[src/rtl/counter_meas_ctrl.sv]
// ---------------------------------------------------------------------------
// counter_meas_ctrl
//
// Measurement sequencer wrapped around an external 32-bit up-counter.
// A measurement proceeds as follows:
//   1. Clear the counter.
//   2. Let the counter run, gated by an external qualifier, for a
//      programmable number of cycles.
//   3. Capture the final count.
//   4. Hold the captured count behind a valid/ack handshake.
// Single-shot and auto-repeat operation are supported, and a measurement
// can be aborted at any point.
//
// Ports:
//   clock         system clock, rising edge
//   i_reset       asynchronous active-low reset
//   i_start       start request, honoured only when idle
//   i_stop        abort, overrides every other control input
//   i_auto        auto-repeat enable, sampled when a result is acknowledged
//   i_window      window length in cycles, latched when a start is accepted
//   i_sw          count qualifier, forwarded to the counter only while running
//   i_count_data  current (registered) counter value
//   o_sw          counter enable
//   o_comp_reset  counter synchronous clear
//   o_result      captured count, stable while o_valid is high
//   o_overflow    counter wrapped during the window, qualified by o_valid
//   o_valid       result available
//   i_ack         consumer accepts the result when o_valid & i_ack
//   o_busy        a measurement is in progress
// ---------------------------------------------------------------------------
module counter_meas_ctrl #(
   parameter int DATA_WIDTH = 32,
   parameter int WIN_WIDTH  = 16
) (
   input  logic                  clock,
   input  logic                  i_reset,
   input  logic                  i_start,
   input  logic                  i_stop,
   input  logic                  i_auto,
   input  logic [WIN_WIDTH-1:0]  i_window,
   input  logic                  i_sw,
   input  logic [DATA_WIDTH-1:0] i_count_data,
   output logic                  o_sw,
   output logic                  o_comp_reset,
   output logic [DATA_WIDTH-1:0] o_result,
   output logic                  o_overflow,
   output logic                  o_valid,
   input  logic                  i_ack,
   output logic                  o_busy
);

   typedef enum logic [2:0] {
      S_IDLE,
      S_CLEAR,
      S_RUN,
      S_SETTLE,
      S_DONE
   } state_t;

   state_t                  state_q,     state_d;
   logic [WIN_WIDTH-1:0]    window_q,    window_d;
   logic [WIN_WIDTH-1:0]    run_cnt_q,   run_cnt_d;
   logic                    ovf_track_q, ovf_track_d;
   logic [DATA_WIDTH-1:0]   result_q,    result_d;
   logic                    overflow_q,  overflow_d;
   logic                    valid_q,     valid_d;

   // An increment while the counter reads all-ones is exactly a wrap.
   logic count_full;
   assign count_full = &i_count_data;

   // Next-state and datapath logic. Abort is checked first so that it
   // overrides start, ack and auto-repeat in every busy or done state.
   always_comb begin
      state_d     = state_q;
      window_d    = window_q;
      run_cnt_d   = run_cnt_q;
      ovf_track_d = ovf_track_q;
      result_d    = result_q;
      overflow_d  = overflow_q;
      valid_d     = valid_q;

      if (state_q != S_IDLE && i_stop) begin
         state_d = S_IDLE;
         valid_d = 1'b0;
      end else begin
         case (state_q)
            S_IDLE: begin
               if (i_start && !i_stop) begin
                  window_d = i_window;
                  state_d  = S_CLEAR;
               end
            end

            S_CLEAR: begin
               ovf_track_d = 1'b0;
               run_cnt_d   = window_q;
               state_d     = (window_q == '0) ? S_SETTLE : S_RUN;
            end

            S_RUN: begin
               run_cnt_d = run_cnt_q - WIN_WIDTH'(1);
               if (i_sw && count_full) begin
                  ovf_track_d = 1'b1;
               end
               // The cycle in which the counter reads 1 is the last one.
               if (run_cnt_q == WIN_WIDTH'(1)) begin
                  state_d = S_SETTLE;
               end
            end

            // The counter has absorbed the last enabled increment by now.
            S_SETTLE: begin
               result_d   = i_count_data;
               overflow_d = ovf_track_q;
               valid_d    = 1'b1;
               state_d    = S_DONE;
            end

            S_DONE: begin
               if (i_ack) begin
                  valid_d = 1'b0;
                  state_d = i_auto ? S_CLEAR : S_IDLE;
               end
            end

            default: begin
               state_d = S_IDLE;
               valid_d = 1'b0;
            end
         endcase
      end
   end

   // State and result registers; reset returns everything to idle with no
   // result pending.
   always_ff @(posedge clock or negedge i_reset) begin
      if (!i_reset) begin
         state_q     <= S_IDLE;
         window_q    <= '0;
         run_cnt_q   <= '0;
         ovf_track_q <= 1'b0;
         result_q    <= '0;
         overflow_q  <= 1'b0;
         valid_q     <= 1'b0;
      end else begin
         state_q     <= state_d;
         window_q    <= window_d;
         run_cnt_q   <= run_cnt_d;
         ovf_track_q <= ovf_track_d;
         result_q    <= result_d;
         overflow_q  <= overflow_d;
         valid_q     <= valid_d;
      end
   end

   // Counter controls are decoded from the state register only; o_sw must
   // follow i_sw in the same cycle, so it stays combinational.
   assign o_sw         = (state_q == S_RUN) & i_sw;
   assign o_comp_reset = (state_q == S_IDLE) | (state_q == S_CLEAR);
   assign o_busy       = (state_q == S_CLEAR) | (state_q == S_RUN) |
                         (state_q == S_SETTLE);
   assign o_result     = result_q;
   assign o_overflow   = overflow_q;
   assign o_valid      = valid_q;

endmodule
[config.mk]
export PLATFORM = sky130hd
export DESIGN_NAME = counter_meas_ctrl
export DESIGN_NICKNAME = d
export VERILOG_FILES = /design/src/rtl/counter_meas_ctrl.sv
export SDC_FILE = /design/constraint.sdc
export NUM_CORES = 1
export LEC_CHECK = 0
export ABC_CLOCK_PERIOD_IN_PS = 3500
export BUFFER_PORTS_ARGS = -buffer_cell sky130_fd_sc_hd__buf_4
export CAP_MARGIN = 10
export CORE_MARGIN = 2
export CORE_UTILIZATION = 40
export DETAILED_ROUTE_END_ITERATION = 7
export GPL_TIMING_DRIVEN = 1
export PLACE_DENSITY = 0.69
export SETUP_SLACK_MARGIN = 0.05
export SLEW_MARGIN = 20
export SYNTH_ARGS = -nofsm -noshare
export SYNTH_HDL_FRONTEND = slang
export SYNTH_SLANG_ARGS = --single-unit
[constraint.sdc]
create_clock -name clock -period 3.5 [get_ports clock]
set_input_delay 0.35 -clock clock [delete_from_list [all_inputs] [get_ports clock]]
set_output_delay 0.35 -clock clock [all_outputs]
set_load 0.01 [all_outputs]
==> impl_metrics.json <==
{
  "cts_buffers": 9,
  "timing.final.hold_violations": 0,
  "cts.path.max_buffers": 2,
  "yosys_register_bits": 70,
  "dpl_worst_slack_ps": 1370,
  "proportion_of_synthesized_chip_area_in_sequential_cells_pct": 52.6,
  "synth_enable_flop_cells": 0,
  "cap_viol_max_count": 0,
  "ant_nets": 0,
  "tritoncts": "yes",
  "final_design_utilization_pct": 52.3,
  "post_route_drc_violation_count": 0,
  "hold_class": "input pin to async pin",
  "number_of_vias_per_cell_after_detailed_routing": 5.46,
  "setup.worst_path.end_class": "output port",
  "drt_pass1_iterations": 4,
  "setup_viol": 0,
  "cts_resized": 0,
  "post_cts_buffers": 0,
  "weighted_congestion_at_the_end_of_routability_driven_global_placement": 0.863,
  "area_added_between_synthesis_and_finish_pct": 27.7,
  "critPathRequiredTime_ps": 3150,
  "drive_above_1_share_pct": 44.1,
  "ys.flop_type": "sky130_fd_sc_hd__dfrtp_1",
  "area.sequential_mm2": 0.00175,
  "grt_pass1_wl_mm": 13.1,
  "p_sw_share_pct": 35.9,
  "grt_overflow_total": 0,
  "detailed_route_iter0_violations": 137,
  "num_antenna_cells": 0,
  "final-instance-count-excl-fill": 479,
  "p_int_w": 0.00227,
  "synth_nets": 337,
  "final_critical_path_setup_slack_ps": 1200,
  "power.share.combinational_pct": 39.0,
  "syn_area_per_cell_um2": 11.9,
  "dr_total_vias": 2616,
  "worst-path-max-fanout": 13,
  "final.fill_count": 715,
  "floorplan.io_pins": 92,
  "dpl_cell_area_mm2": 0.00406,
  "netSwitchingPower_w": 0.00127,
  "final_nets": 426,
  "routed_wire_length_per_instance_um": 16.5,
  "power.sequential.fraction_pct": 43.1,
  "root_buffer": "sky130_fd_sc_hd__clkbuf_8",
  "number_of_antenna_violations_at_the_first_check_in_global_routing": 0,
  "clock_sinks": 70,
  "setup.worst_path.start_class": "flip-flop",
  "route.final.wire_length_mm": 7.90,
  "layout_min_cycle_time_ps": 2300,
  "grt_start_max_net_pins": 71,
  "dp_cells": 463,
  "die_area_mm2": 0.00907,
  "cp.arrival_ps": 1950,
  "fin_area_mm2": 0.00425,
  "worst_skew_pair_later_pin_latency_ps": 350,
  "die_outline_width_um": 95.2,
  "start_util_pct": 40.9,
  "first_global_vias": 2625,
  "die-height_um": 95.2,
  "htreeDepth": 3,
  "pwr-share-clk_pct": 18.0,
  "dp_hpwl_mm": 5.77,
  "tightestPinTransition_ps": 874,
  "synth-warning-count": 0,
  "synth.lib_cells_used.distinct": 53,
  "cts.reportedPaths.clkPinSlew_ps": 70,
  "result_of_the_run": "completed",
  "leakagePower_nw": 1.89,
  "drv_slew": 0,
  "io_buffer_count": 91,
  "gr-usage-all-layers_pct": 18.8,
  "peakVddDrop_mv": 0.453,
  "design.core.area_mm2": 0.00813,
  "timing.setup.tns_ps": 0,
  "fin_crit_sh_pct": 65.6,
  "final.setup_skew_ps": 7.99,
  "hold_buffers": 0,
  "timing.slew.headroom_pct": 41.7,
  "grt_setup_unrepaired": "no",
  "cell_area_synth_mm2": 0.00333,
  "fraction_of_synthesis_flops_using_an_asynchronous_set_or_reset_pin_pct": 100,
  "r2r_setup_slack_ps": 1380,
  "placementRows": 33,
  "multiInputGateArea_mm2": 0.00145,
  "syn-instance-count": 280,
  "power-per-cell-area_mw_per_mm2": 833,
  "clock.fmax_mhz": 436,
  "worstSetupPathType": "flip-flop to output port"
}
-- cells by family after synthesis --
kind of cell             after synthesis  synth area share, %
XOR/XNOR                               1                0.263
multiplexers                          52                 17.5
buffers and inverters                 22                 3.95
flip-flops                            70                 52.6
AO/OA/AOI/OAI                         53                 11.3
AND/OR/NAND/NOR                       80                 13.7
adder cells (fa/ha/maj)                2                0.751
-- registers in the layout, summed over array words and instances, names as in the netlist --
| name | flops |
|---|---|
| ovf_track_q | 1 |
| o_overflow | 1 |
| run_cnt_q | 16 |
| o_result | 32 |
| o_valid | 1 |
| state_q | 3 |
| window_q | 16 |
-- Yosys cell counts, types with 3 or more instances --
cell type                    n  area (um2)
sky130_fd_sc_hd__a21oi_1     9        45.0
sky130_fd_sc_hd__a2bb2oi_1   6        52.6
sky130_fd_sc_hd__and2_1      3        18.8
sky130_fd_sc_hd__buf_2       7        35.0
sky130_fd_sc_hd__clkbuf_1    5        18.8
sky130_fd_sc_hd__clkbuf_8    4        55.1
sky130_fd_sc_hd__dfrtp_1    70        1750
sky130_fd_sc_hd__inv_1       6        22.5
sky130_fd_sc_hd__mux2_2     49         552
sky130_fd_sc_hd__mux2i_1     3        30.0
sky130_fd_sc_hd__nand2_1    12        45.0
sky130_fd_sc_hd__nand3_1    10        50.1
sky130_fd_sc_hd__nand4_1     7        43.8
sky130_fd_sc_hd__nor2_1     17        63.8
sky130_fd_sc_hd__nor3_1      5        25.0
sky130_fd_sc_hd__nor4_1      7        43.8
sky130_fd_sc_hd__o211ai_1    3        22.5
sky130_fd_sc_hd__o21ai_0    12        60.1
-- path summary, 6_finish.rpt --
kind                           endpoint    startpoint  cells past startpoint
setup / recovery                   o_sw    state_q[1]                      3
hold / removal             window_q[15]       i_reset                      1
setup reg to reg            window_q[3]    state_q[2]                      3
hold reg to reg            o_result[11]  o_result[11]                      1
max in group asynchronous  o_result[10]       i_reset                      1
min in group clock         window_q[12]  i_window[12]                      2
-- critical path, stage by stage, from the launching register on --
cell                      delay (ps)
sky130_fd_sc_hd__dfrtp_1         520
sky130_fd_sc_hd__nor3b_2         710
sky130_fd_sc_hd__and2_1          240
sky130_fd_sc_hd__buf_4           130
-- cell type report --
type	instances	area share, %
clock buffer	10	3.00
clock inverter	6	1.47
inverter	6	0.530
multi-input combinational	188	34.1
sequential	70	41.2
tap	105	3.09
timing repair buffer	94	16.6
-- per-layer routing --
metal | GRT usage [%] | wire (um)
met5 | 0 | 0
met4 | 6.28 | 90
met3 | 7.91 | 756
met2 | 29.1 | 3770
met1 | 23.8 | 3280
-- layout by cell type (no fill, tap or decap), types with 6 or more instances in the layout --
cell	netlist	layout
sky130_fd_sc_hd__a21oi_1	9	9
sky130_fd_sc_hd__a2bb2oi_1	6	6
sky130_fd_sc_hd__buf_4	0	94
sky130_fd_sc_hd__clkbuf_8	4	9
sky130_fd_sc_hd__dfrtp_1	70	70
sky130_fd_sc_hd__inv_1	6	6
sky130_fd_sc_hd__mux2_2	49	49
sky130_fd_sc_hd__nand2_1	12	12
sky130_fd_sc_hd__nand3_1	10	10
sky130_fd_sc_hd__nand4_1	7	7
sky130_fd_sc_hd__nor2_1	17	16
sky130_fd_sc_hd__nor4_1	7	7
sky130_fd_sc_hd__o21ai_0	12	12
-- metrics by stage --
stage	hold WS [ps]	power, W
after CTS	153	0.00356
after floorplan	54.4	0.00234
final	92.2	0.00354
after global placement	470	0.00288
after detailed placement	481	0.00292
after global routing	201	0.00379
-- power by group through the flow --
stage               Sequential (W)  Clock, W  Combinational (W)
floorplan                  0.00151         0           0.000823
global placement           0.00152         0            0.00136
detailed placement         0.00153         0            0.00139
CTS                        0.00152  0.000650            0.00139
global route               0.00158  0.000689            0.00152
finish                     0.00152  0.000636            0.00138
No activity file was read; power rests on OpenSTA's default activity.
